<file path="src/rtl/regfile_arb_pkg.sv">
// Shared constants for the register-file write-port arbiter.
package regfile_arb_pkg;

  localparam int DEFAULT_W = 8;
  localparam int DEFAULT_A = 2;
  localparam int DEFAULT_N = 3;

  // Requester slots on the shared write port.
  localparam int REQ_ALU = 0;
  localparam int REQ_LUT = 1;
  localparam int REQ_JMP = 2;

  localparam int SRC_W = $clog2(DEFAULT_N);

endpackage

</file>
<file path="src/rtl/rr_arbiter.sv">
// Round-robin grant generator. The scan starts at the pointer. The pointer
// moves to one past the winner only when a grant is actually issued.
module rr_arbiter
  import regfile_arb_pkg::*;
#(
  parameter int N  = DEFAULT_N,
  parameter int SW = (N > 1) ? $clog2(N) : 1
) (
  input  logic          Clk,
  input  logic          Reset,
  input  logic          Hold,
  input  logic [N-1:0]  Valid,
  output logic [N-1:0]  Grant,
  output logic [SW-1:0] GrantIdx,
  output logic          GrantVld
);

  logic [SW-1:0]  ptr_q;
  logic [SW-1:0]  ptr_d;
  logic [2*N-1:0] dbl_s;
  logic [N-1:0]   rot_s;
  logic [SW-1:0]  off_s;
  logic [SW:0]    sum_s;
  logic [SW-1:0]  win_s;
  logic           found_s;

  // Rotate the valid vector so bit 0 is the pointer slot, then find the first set bit.
  always_comb begin
    dbl_s   = {Valid, Valid} >> ptr_q;
    rot_s   = dbl_s[N-1:0];
    found_s = 1'b0;
    off_s   = '0;
    for (int k = 0; k < N; k++) begin
      if (!found_s && rot_s[k]) begin
        found_s = 1'b1;
        off_s   = SW'(k);
      end else begin
        found_s = found_s;
      end
    end
    sum_s = {1'b0, ptr_q} + {1'b0, off_s};
    if (sum_s >= (SW+1)'(N)) begin
      win_s = SW'(sum_s - (SW+1)'(N));
    end else begin
      win_s = sum_s[SW-1:0];
    end
  end

  // Issue the one-hot grant unless Hold or Reset suppresses it; compute the next pointer.
  always_comb begin
    GrantVld = found_s & ~Hold & ~Reset;
    GrantIdx = win_s;
    if (GrantVld) begin
      Grant = N'(1) << win_s;
      if (win_s == SW'(N - 1)) begin
        ptr_d = '0;
      end else begin
        ptr_d = win_s + SW'(1);
      end
    end else begin
      Grant = '0;
      ptr_d = ptr_q;
    end
  end

  // Pointer register with synchronous reset.
  always_ff @(posedge Clk) begin
    if (Reset) begin
      ptr_q <= '0;
    end else begin
      ptr_q <= ptr_d;
    end
  end

endmodule

</file>
<file path="src/rtl/regfile_write_arbiter.sv">
// Shares the register file's single write port among N requesters.
// A round-robin grant feeds a one-cycle registered write stage.
// The Pending mask lets decode stall reads of registers with queued or in-flight writes.
module regfile_write_arbiter
  import regfile_arb_pkg::*;
#(
  parameter int W  = DEFAULT_W,
  parameter int A  = DEFAULT_A,
  parameter int N  = DEFAULT_N,
  parameter int SW = (N > 1) ? $clog2(N) : 1
) (
  input  logic              Clk,
  input  logic              Reset,
  input  logic              Hold,
  input  logic [N-1:0]      ReqValid,
  input  logic [N*A-1:0]    ReqAddr,
  input  logic [N*W-1:0]    ReqData,
  output logic [N-1:0]      ReqReady,
  output logic              WriteEn,
  output logic [A-1:0]      Waddr,
  output logic [W-1:0]      WData,
  output logic [SW-1:0]     WSrc,
  output logic [2**A-1:0]   Pending
);

  logic [N-1:0]    grant_s;
  logic [SW-1:0]   grant_idx_s;
  logic            xfer_s;
  logic [A-1:0]    sel_addr_s;
  logic [W-1:0]    sel_data_s;
  logic [2**A-1:0] pend_s;

  logic            we_q,    we_d;
  logic [A-1:0]    waddr_q, waddr_d;
  logic [W-1:0]    wdata_q, wdata_d;
  logic [SW-1:0]   wsrc_q,  wsrc_d;

  rr_arbiter #(.N(N), .SW(SW)) u_rr (
    .Clk      (Clk),
    .Reset    (Reset),
    .Hold     (Hold),
    .Valid    (ReqValid),
    .Grant    (grant_s),
    .GrantIdx (grant_idx_s),
    .GrantVld (xfer_s)
  );

  // Select the winning requester's address and data from the one-hot grant.
  always_comb begin
    sel_addr_s = '0;
    sel_data_s = '0;
    for (int i = 0; i < N; i++) begin
      if (grant_s[i]) begin
        sel_addr_s = ReqAddr[i*A +: A];
        sel_data_s = ReqData[i*W +: W];
      end else begin
        sel_addr_s = sel_addr_s;
      end
    end
  end

  // Next write-stage contents: load on a transfer; otherwise drop the enable and hold the fields.
  always_comb begin
    we_d = xfer_s;
    if (xfer_s) begin
      waddr_d = sel_addr_s;
      wdata_d = sel_data_s;
      wsrc_d  = grant_idx_s;
    end else begin
      waddr_d = waddr_q;
      wdata_d = wdata_q;
      wsrc_d  = wsrc_q;
    end
  end

  // Write-stage registers; reset also cancels an in-flight write.
  always_ff @(posedge Clk) begin
    if (Reset) begin
      we_q    <= 1'b0;
      waddr_q <= '0;
      wdata_q <= '0;
      wsrc_q  <= '0;
    end else begin
      we_q    <= we_d;
      waddr_q <= waddr_d;
      wdata_q <= wdata_d;
      wsrc_q  <= wsrc_d;
    end
  end

  // A register is pending if any valid request or the current write stage targets it.
  always_comb begin
    pend_s = '0;
    for (int r = 0; r < 2**A; r++) begin
      pend_s[r] = we_q && (waddr_q == A'(r));
      for (int i = 0; i < N; i++) begin
        if (ReqValid[i] && (ReqAddr[i*A +: A] == A'(r))) begin
          pend_s[r] = 1'b1;
        end else begin
          pend_s[r] = pend_s[r];
        end
      end
    end
  end

  assign ReqReady = grant_s;
  assign WriteEn  = we_q;
  assign Waddr    = waddr_q;
  assign WData    = wdata_q;
  assign WSrc     = wsrc_q;
  assign Pending  = pend_s;

endmodule

</file>
<file path="config.mk">
export PLATFORM = sky130hd
export DESIGN_NAME = regfile_write_arbiter
export DESIGN_NICKNAME = d
export VERILOG_FILES = /design/src/rtl/regfile_arb_pkg.sv /design/src/rtl/rr_arbiter.sv /design/src/rtl/regfile_write_arbiter.sv
export SDC_FILE = /design/constraint.sdc
export NUM_CORES = 1
export LEC_CHECK = 0
export CAP_MARGIN = 5
export CORE_UTILIZATION = 41
export DETAILED_ROUTE_END_ITERATION = 8
export PLACE_DENSITY = 0.77
export SYNTH_ARGS = -nofsm -noshare
export SYNTH_HDL_FRONTEND = slang
export SYNTH_SLANG_ARGS = --single-unit
</file>
<file path="constraint.sdc">
create_clock -name Clk -period 5.6 [get_ports Clk]
set_clock_uncertainty 0.2 [all_clocks]
set_input_delay 1.12 -clock Clk [delete_from_list [all_inputs] [get_ports Clk]]
set_output_delay 1.12 -clock Clk [all_outputs]
set_load 0.02 [all_outputs]
</file>
# Word-level counts from Yosys, hierarchy flattened
# Cells that the tools add are included.
# word_totals
reg_bits	15
out_inout_bits	20
elab_cells	78
# classes
add_sub_neg	3
order_cmp	1
eq_ne	13
n_shift	2
n_mux	26
bitwise_logic	4
reduce_logical	24
# op_table
cell	count
8-bit two-way mux	3
2-bit equality test, second input constant	9
1-bit logical AND	18
1-bit two-way mux	16
2-bit two-way mux	6
2-bit by 1-bit equality test with 1-bit output, second input constant	4
2-bit zero test	4
6-bit by 2-bit right shift with 3-bit output	1
2-bit by 2-bit adder with 3-bit output	1
3-bit by 2-bit greater-or-equal comparator with 1-bit output, second input constant	1
3-bit two-way mux	1
1-bit by 2-bit << shifter with 3-bit output, first input constant	1
2-bit by 1-bit adder with 2-bit output, second input constant	1
1-bit AND	2
1-bit zero test	2
1-bit NOT	2
2-bit subtractor, second input constant	1

# Logic depth before layout (Yosys ltp)
# Gate-level depths: netlist (run 1).
# logic_depth
depth_word	16
mapped_depth	15

# Hierarchy
# A second synthesis (run 1) with hierarchy kept.
# hier_totals
cells_unflattened	136
area_unflattened_um2	1256.2
# by_module_without_submodules
mod	instances	cells_per_inst	area_per_inst_um2	seq_area_each_um2
regfile_write_arbiter	1	92	922.1	260.2
rr_arbiter	1	44	334.1	40.0

# Worst setup path before layout (run 1)
# OpenSTA, ideal clock, no wires.
# synth_path
kind	input-to-output
startpoint	input ReqValid[2]
endpoint	output ReqReady[2]
arrival_ns	3.612
path_slack_ns	0.668
path_stages	13
n_path_buf	2
cell_sequence	buf_6 inv_1 or4_1 a21oi_1 a21oi_1 fa_1 inv_1 ha_1 nand2b_1 buf_2 mux2i_1 nand2_1 nor2_1
# synth_via
elab_chain_cells	13
# synth_lines
element	line	rtl
start: declaration	regfile_write_arbiter.sv:15	input logic [N-1:0] ReqValid,
6-bit by 2-bit right shift with 3-bit output (*)	rr_arbiter.sv:29	dbl_s = {Valid, Valid} >> ptr_q;
1-bit two-way mux	rr_arbiter.sv:34	if (!found_s && rot_s[k]) begin
1-bit zero test	rr_arbiter.sv:34	
1-bit logical AND	rr_arbiter.sv:34	
1-bit two-way mux	rr_arbiter.sv:34	
1-bit zero test	rr_arbiter.sv:34	
1-bit logical AND	rr_arbiter.sv:34	
2-bit two-way mux	rr_arbiter.sv:34	
2-bit by 2-bit adder with 3-bit output	rr_arbiter.sv:41	sum_s = {1'b0, ptr_q} + {1'b0, off_s};
3-bit by 2-bit greater-or-equal comparator with 1-bit output / 2-bit subtractor (equally long branches)	rr_arbiter.sv:42, rr_arbiter.sv:43	
2-bit two-way mux	rr_arbiter.sv:42	if (sum_s >= (SW+1)'(N)) begin
1-bit by 2-bit << shifter with 3-bit output	rr_arbiter.sv:54	Grant = N'(1) << win_s;
3-bit two-way mux (*)	rr_arbiter.sv:53	if (GrantVld) begin
end: declaration	regfile_write_arbiter.sv:18	output logic [N-1:0] ReqReady,
# Every way passes the cells marked *; elsewhere a longest branch is shown, timed or not.

# Worst setup path after layout (run 1)
# Ends and elaborated chain as after synthesis.

==> flow_summary.yaml, run 1 <==
synth:
  seq_area_frac_synth_pct: 24.7
  synth-main-ff-cell: "dfxtp_1"
  ys_ff_latch: 15
  synth_top_area_share_pct: 24.7
  synth_area_per_cell_sq_um: 7.70
  synthCells: 158
  synthArstFlopShare_pct: 0
  yosys_warnings: 0
  synth_fp_nets: 197
  synth_area_leaders: "dfxtp_1 (25%), o2bb2ai_1 (7.2%), a21oi_1 (6.2%), o32ai_1 (5.8%), o21ai_0 (5.3%)"
  yosysUniqueCellTypes: 42
  syn_area_sq_um: 1220
  yosysTopAreaCell: "dfxtp_1"
  synth_edf_count: 0
power:
  irDropWorstVdd_v: 0.000220
  p_switching_mw: 0.236
  pwr-share-comb_pct: 63.3
  p_per_area_nw_per_um2: 299
  internal_power_mw: 0.324
  p_clk_share_pct: 11.9
  sequentialPowerShare_pct: 24.8
  switching_share_pct: 42.1
  leakage_nw: 0.703
routing:
  drt-total-wl_um: 3660
  first_pass_iters: 4
  ant_nets: 0
  drt_iter0_drc: 60
  via_count: 1470
  vias_per_cell: 5.79
  wl_per_cell_um: 14.4
  drc_errors: 0
sta:
  fmax_mhz: 185
  slew_headroom_pct: 64.7
  worst_pin_slew_ns: 0.529
  rsz0062_at_grt: "no"
  hold_ws_ns: 0.263
  hold_viol: 0
  min_period_ns: 5.42
  post-route-period-util_pct: 96.8
  setup_viol: 0
  slew_violations: 0
setup_path:
  crit_family: "buffers and inverters"
  arrival_ns: 4.10
  end_kind: "output port"
  cp-start-kind: "input pin"
  crit_type: "input pin to output port"
  path_buf_inv: 5
  worst_path_max_delay_cell: "fa_1"
  critPathMaxFanout: 5
  slowest_delay_ns: 0.54
  cp.required_ns: 4.28
  path_cells: "clkdlybuf4s50_1 -> inv_1 -> or4_1 -> a21oi_1 -> a21oi_1 -> fa_1 -> inv_1 -> ha_1 -> nand2b_1 -> mux2i_1 -> buf_4 -> nand2_1 -> nor2_1 -> clkbuf_2"
final_layout:
  final_common_cell: "clkdlybuf4s50_1"
  drive_gt1_share_pct: 13.9
  mostFrequentLayoutCells: "clkdlybuf4s50_1 (52), buf_4 (17), dfxtp_1 (15), a21oi_1 (15), o21ai_0 (13)"
  area_delta_synth_final_pct: 53.9
  instances_no_fill: 254
  antenna_cells: 0
  fillers: 248
  nets: 263
  final_core_util_pct: 67.3
placed_design:
  dp_cells: 249
  gp_congestion: 0.789
  place_hpwl_um: 2710
  io_buffer_count: 55
floorplan:
  coreArea_sq_um: 2780
  chipWidth_um: 56.5
  io_pins: 56
  initial_core_util_pct: 43.7
  die_area_sq_um: 3190
  rows: 19
  die_y_um: 56.5
clock_network:
  clk_pin_slew_ns: 0.10
  cts_root_buffer: "clkbuf_4"
  clk_latency_ns: 0.30
  htree_levels: 1
  numClockSinks: 15
  clockBufferDepth: 2
  numCtsBuffers: 3
  cts_tree: "yes"
global_routing:
  antenna_found_initial: 0
  grt_pass1_wl_um: 5980
  grt_start_max_net_pins: 25
  overflow: 0
  grt.total_usage_pct: 23.4
  grt_pass1_vias: 1374
outcome:
  status: "finished clean"
min_path:
  worstHoldPathType: "flip-flop to flip-flop"
job:
  maxCapViolations: 0
==> metal layers <==
metal  vias to the layer above  global-route usage, %  routed length, um
li1                        728                      -                  -
met1                       666                   28.5               1600
met2                        66                   39.5               1720
met3                        10                   4.38                262
met4                         0                   10.8                 87
met5                         -                      0                  0
==> power by group through the flow <==
stage / logic (mW) / clock network [mW] / registers, mW
3_5_place_dp: 0.343 / 0 / 0.141
4_1_cts: 0.348 / 0.0679 / 0.139
6_report: 0.354 / 0.0666 / 0.139
2_1_floorplan: 0.187 / 0 / 0.159
3_3_place_gp: 0.334 / 0 / 0.140
5_1_grt: 0.385 / 0.0704 / 0.142
==> cell families (layout without fill, tap and decap cells) <==
kind of cell | after synthesis | in the layout | share of synthesized area (%)
flip-flops | 15 | 15 | 24.7
AND/OR/NAND/NOR | 49 | 49 | 22.9
multiplexers | 1 | 1 | 0.823
buffers and inverters | 20 | 85 | 9.67
AO/OA/AOI/OAI | 70 | 70 | 38.2
adder cells (fa/ha/maj) | 3 | 3 | 3.70
==> synthesized netlist by cell type, types with 2 or more instances <==
master     number
inv_1           8
dfxtp_1        15
buf_2           5
o21ai_0        13
o2bb2ai_1      10
a21oi_1        15
a211oi_1        3
o21ai_1         7
a31oi_1         4
nand3_1         4
o32ai_1         8
nor3b_1         3
nor2b_1        10
nand2b_1        2
nor2_1         10
and3_1          2
ha_1            2
and3b_1         2
nand2_1         8
a221oi_1        2
buf_6           2
clkbuf_1        3
==> state kept, by name, summed over array words and instances (netlist names) <==
register	cells
WriteEn	1
u_rr.ptr_q	2
WData	8
Waddr	2
WSrc	2
==> worst paths after layout <==
path | from | endpoint | slack (ns) | depth (start not counted)
setup / recovery | ReqValid[2] | ReqReady[2] | 0.18 | 14
hold / removal | WSrc[1] | WSrc[1] | 0.26 | 2
setup reg to reg | u_rr.ptr_q[0] | WData[1] | 2.16 | 11
hold reg to reg | WSrc[1] | WSrc[1] | 0.26 | 2
==> metrics by stage <==
step	setup slack, ns	area (sq um)	total power, mW	setup TNS (ns)
after global placement	-0.0427	1850	0.473	-0.0723
after global routing	0.0234	1870	0.597	0
after CTS	0.0819	1880	0.555	0
after floorplan	0.668	1220	0.346	0
after detailed placement	-0.116	1850	0.484	-0.262
final	0.180	1870	0.560	0
==> worst min-delay path: cells and delay by family (launching register included) <==
| family | cells | cell delay, ns |
|---|---|---|
| flops | 1 | 0.32 |
| compound gates | 1 | 0.05 |
| simple gates | 1 | 0.05 |
==> final cells by class <==
| cell class | count | area (sq um) | area share (%) |
|---|---|---|---|
| clock buffer | 4 | 26.3 | 1.40 |
| multi-input combinational | 123 | 805 | 43.0 |
| inverter | 9 | 38.8 | 2.07 |
| timing repair buffer | 72 | 663 | 35.4 |
| tap | 31 | 38.8 | 2.07 |
| sequential | 15 | 300 | 16.0 |
==> what timing repair did <==
item | 4_1_cts | 5_1_grt
resized for setup | 3 | 7
hold buffers | 0 | 0
setup endpoints to repair | 3 | 3
endpoints found under the hold margin | 0 | 0
setup buffers | 1 | 0
(Power assumes the default switching activity.)
==> run 2, diff against run 1 <==
--- a/config.mk
+++ b/config.mk
@@ -5,7 +5,7 @@
 export SDC_FILE = /design/constraint.sdc
 export NUM_CORES = 1
 export LEC_CHECK = 0
-export CAP_MARGIN = 5
+export CAP_MARGIN = 20
 export CORE_UTILIZATION = 41
 export DETAILED_ROUTE_END_ITERATION = 8
 export PLACE_DENSITY = 0.77
==> constraint.sdc (replaced) <==
create_clock -name Clk -period 6.1 [get_ports Clk]
set_clock_uncertainty 0.2 [all_clocks]
set_input_delay 1.22 -clock Clk [delete_from_list [all_inputs] [get_ports Clk]]
set_output_delay 1.22 -clock Clk [all_outputs]
set_load 0.02 [all_outputs]
==> run 2 against run 1 <==
Via count is 2.1% lower. Cell area down 2.0%. Critical path type unchanged. Critical path depth shrank 2. Global-route usage fell by 0.66 points. Routed wire length is 2.2% lower. Worst hold slack improved by 0.015 ns. Combinational power down 13%. Largest cell class unchanged. Setup slack better by 0.015 ns. First-iteration DRC count shrank 27%. Non-clock buffer count decreased by 9. Count of clock-buffer cells in the layout unchanged.
==> flow_summary.yaml, run 2 (synthesis gave the netlist of run 1 again) <==
outcome:
  status: "finished clean"
setup_path:
  cp-start-kind: "input pin"
  end_kind: "output port"
  rr_worst_depth: 11
  cp.required_ns: 4.68
  r2r_start: "u_rr.ptr_q[0]"
  arrival_ns: 4.48
  worst_path_max_delay_cell: "clkdlybuf4s50_1"
  slowest_delay_ns: 0.60
  critPathMaxFanout: 6
  crit_type: "input pin to output port"
  rrSetupSlack_ns: 2.76
  path_cells: "clkdlybuf4s50_1 -> inv_1 -> or4_1 -> a21oi_1 -> a21oi_1 -> fa_1 -> inv_1 -> ha_1 -> and3b_2 -> a22o_1 -> and2_1 -> clkdlybuf4s50_1"
  r2r-end: "Waddr[0]"
power:
  switching_share_pct: 42.5
  p_clk_share_pct: 12.0
  sequentialPowerShare_pct: 25.7
  p_per_area_nw_per_um2: 270
  irDropWorstVdd_v: 0.000175
  p_switching_mw: 0.211
  internal_power_mw: 0.285
  leakage_nw: 0.699
  pwr-share-comb_pct: 62.2
routing:
  wl_per_cell_um: 14.6
  drt_iter0_drc: 44
  ant_nets: 0
  drt-total-wl_um: 3590
  first_pass_iters: 4
  via_count: 1439
  vias_per_cell: 5.87
  drc_errors: 0
clock_network:
  clockBufferDepth: 2
  hold_buffers: 0
  post_cts_buffers: 0
  clk_pin_slew_ns: 0.10
  numCtsBuffers: 3
  cts_root_buffer: "clkbuf_4"
  clk_latency_ns: 0.28
  cts_resized: 0
  numClockSinks: 15
  cts_tree: "yes"
  htree_levels: 1
min_path:
  holdCritStartpoint: "WData[2]"
  hold_end: "WData[2]"
  holdPathStages: 1
  worstHoldPathType: "flip-flop to flip-flop"
final_layout:
  largest_reg_flops: 8
  area_delta_synth_final_pct: 50.8
  seqCellArea_sq_um: 300
  drive_gt1_share_pct: 10.3
  mostFrequentLayoutCells: "clkdlybuf4s50_1 (52), dfxtp_1 (15), a21oi_1 (15)"
  fillers: 240
  nets: 254
  final_area_sq_um: 1830
  antenna_cells: 0
  final_common_cell: "clkdlybuf4s50_1"
  multi_input_area_sq_um: 812
sta:
  slew_violations: 0
  fmax_mhz: 169
  rsz0062_at_grt: "no"
  setup_viol: 0
  tns_ns: 0
  post-route-period-util_pct: 96.8
  hold_ws_ns: 0.278
  slew_headroom_pct: 67.8
  min_period_ns: 5.90
  worst_pin_slew_ns: 0.483
  hold_viol: 0
  fin_ws_ns: 0.196
floorplan:
  die_area_sq_um: 3190
  chipWidth_um: 56.5
  io_pins: 56
  coreArea_sq_um: 2780
  die_y_um: 56.5
  initial_core_util_pct: 43.7
  rows: 19
placed_design:
  place_hpwl_um: 2660
  gp_congestion: 0.922
  place_area_sq_um: 1790
  io_buffer_count: 55
  place_ws_ns: 0.0893
global_routing:
  grt.total_usage_pct: 22.7
  overflow: 0
  grt_pass1_wl_um: 5860
  antenna_found_initial: 0
  grt_pass1_vias: 1382
  grt_start_max_net_pins: 25
job:
  maxCapViolations: 0
[run 2: cell count changes in the layout (fill, tap and decap cells not counted)]
cell	previous run	this run
mux2i_1	1	0
clkbuf_2	3	0
and3b_2	0	1
mux2i_2	0	1
nand2b_2	0	1
nand2b_1	2	1
buf_4	17	8
and3b_1	2	1
dlymetal6s2s_1	0	3
[run 2: metrics by stage]
stage               total power [mW]  util, %  cells
finish                         0.496     65.9    245
detailed placement             0.430     64.2    241
floorplan                      0.318        -    158
global route                   0.531     65.9    245
global placement               0.419     64.2    241
CTS                            0.492     65.2    245
[run 2: worst max-delay path by stage]
stage                      startpoint          end  slack (ns)  depth (start not counted)
after floorplan           ReqValid[2]  ReqReady[2]        0.97                         13
after global placement    ReqValid[0]  ReqReady[0]        0.19                         12
after detailed placement  ReqValid[0]  ReqReady[0]        0.09                         14
after CTS                 ReqValid[0]  ReqReady[0]        0.07                         14
after global routing      ReqValid[2]  ReqReady[1]        0.01                         12
final                     ReqValid[2]  ReqReady[1]        0.20                         12
[run 2: layer usage]
metal  part of all wire (%)  GRT usage, %
met2                     50          40.8
met4                   0.70          10.1
met3                    6.3          3.92
met5                      0             0
met1                     43          26.0
[run 2: cell type report]
class | count | area share, %
inverter | 9 | 2.11
timing repair buffer | 63 | 33.7
tap | 31 | 2.11
multi-input combinational | 123 | 44.3
sequential | 15 | 16.4
clock buffer | 4 | 1.43
[run 2: critical path: cells and delay by family]
| kind | cells | cell delay, ns |
|---|---|---|
| AOI/OAI and AO/OA | 3 | 0.39 |
| adders and majority gates | 2 | 0.75 |
| buffers and inverters | 4 | 1.22 |
| and+or+nand+nor | 3 | 0.90 |
[run 2: power by group through the flow]
stage	Clock, mW	Combinational, mW	Sequential [mW]
floorplan	0	0.172	0.146
global placement	0	0.291	0.128
detailed placement	0	0.301	0.129
CTS	0.0620	0.302	0.128
global route	0.0665	0.334	0.130
finish	0.0597	0.309	0.128
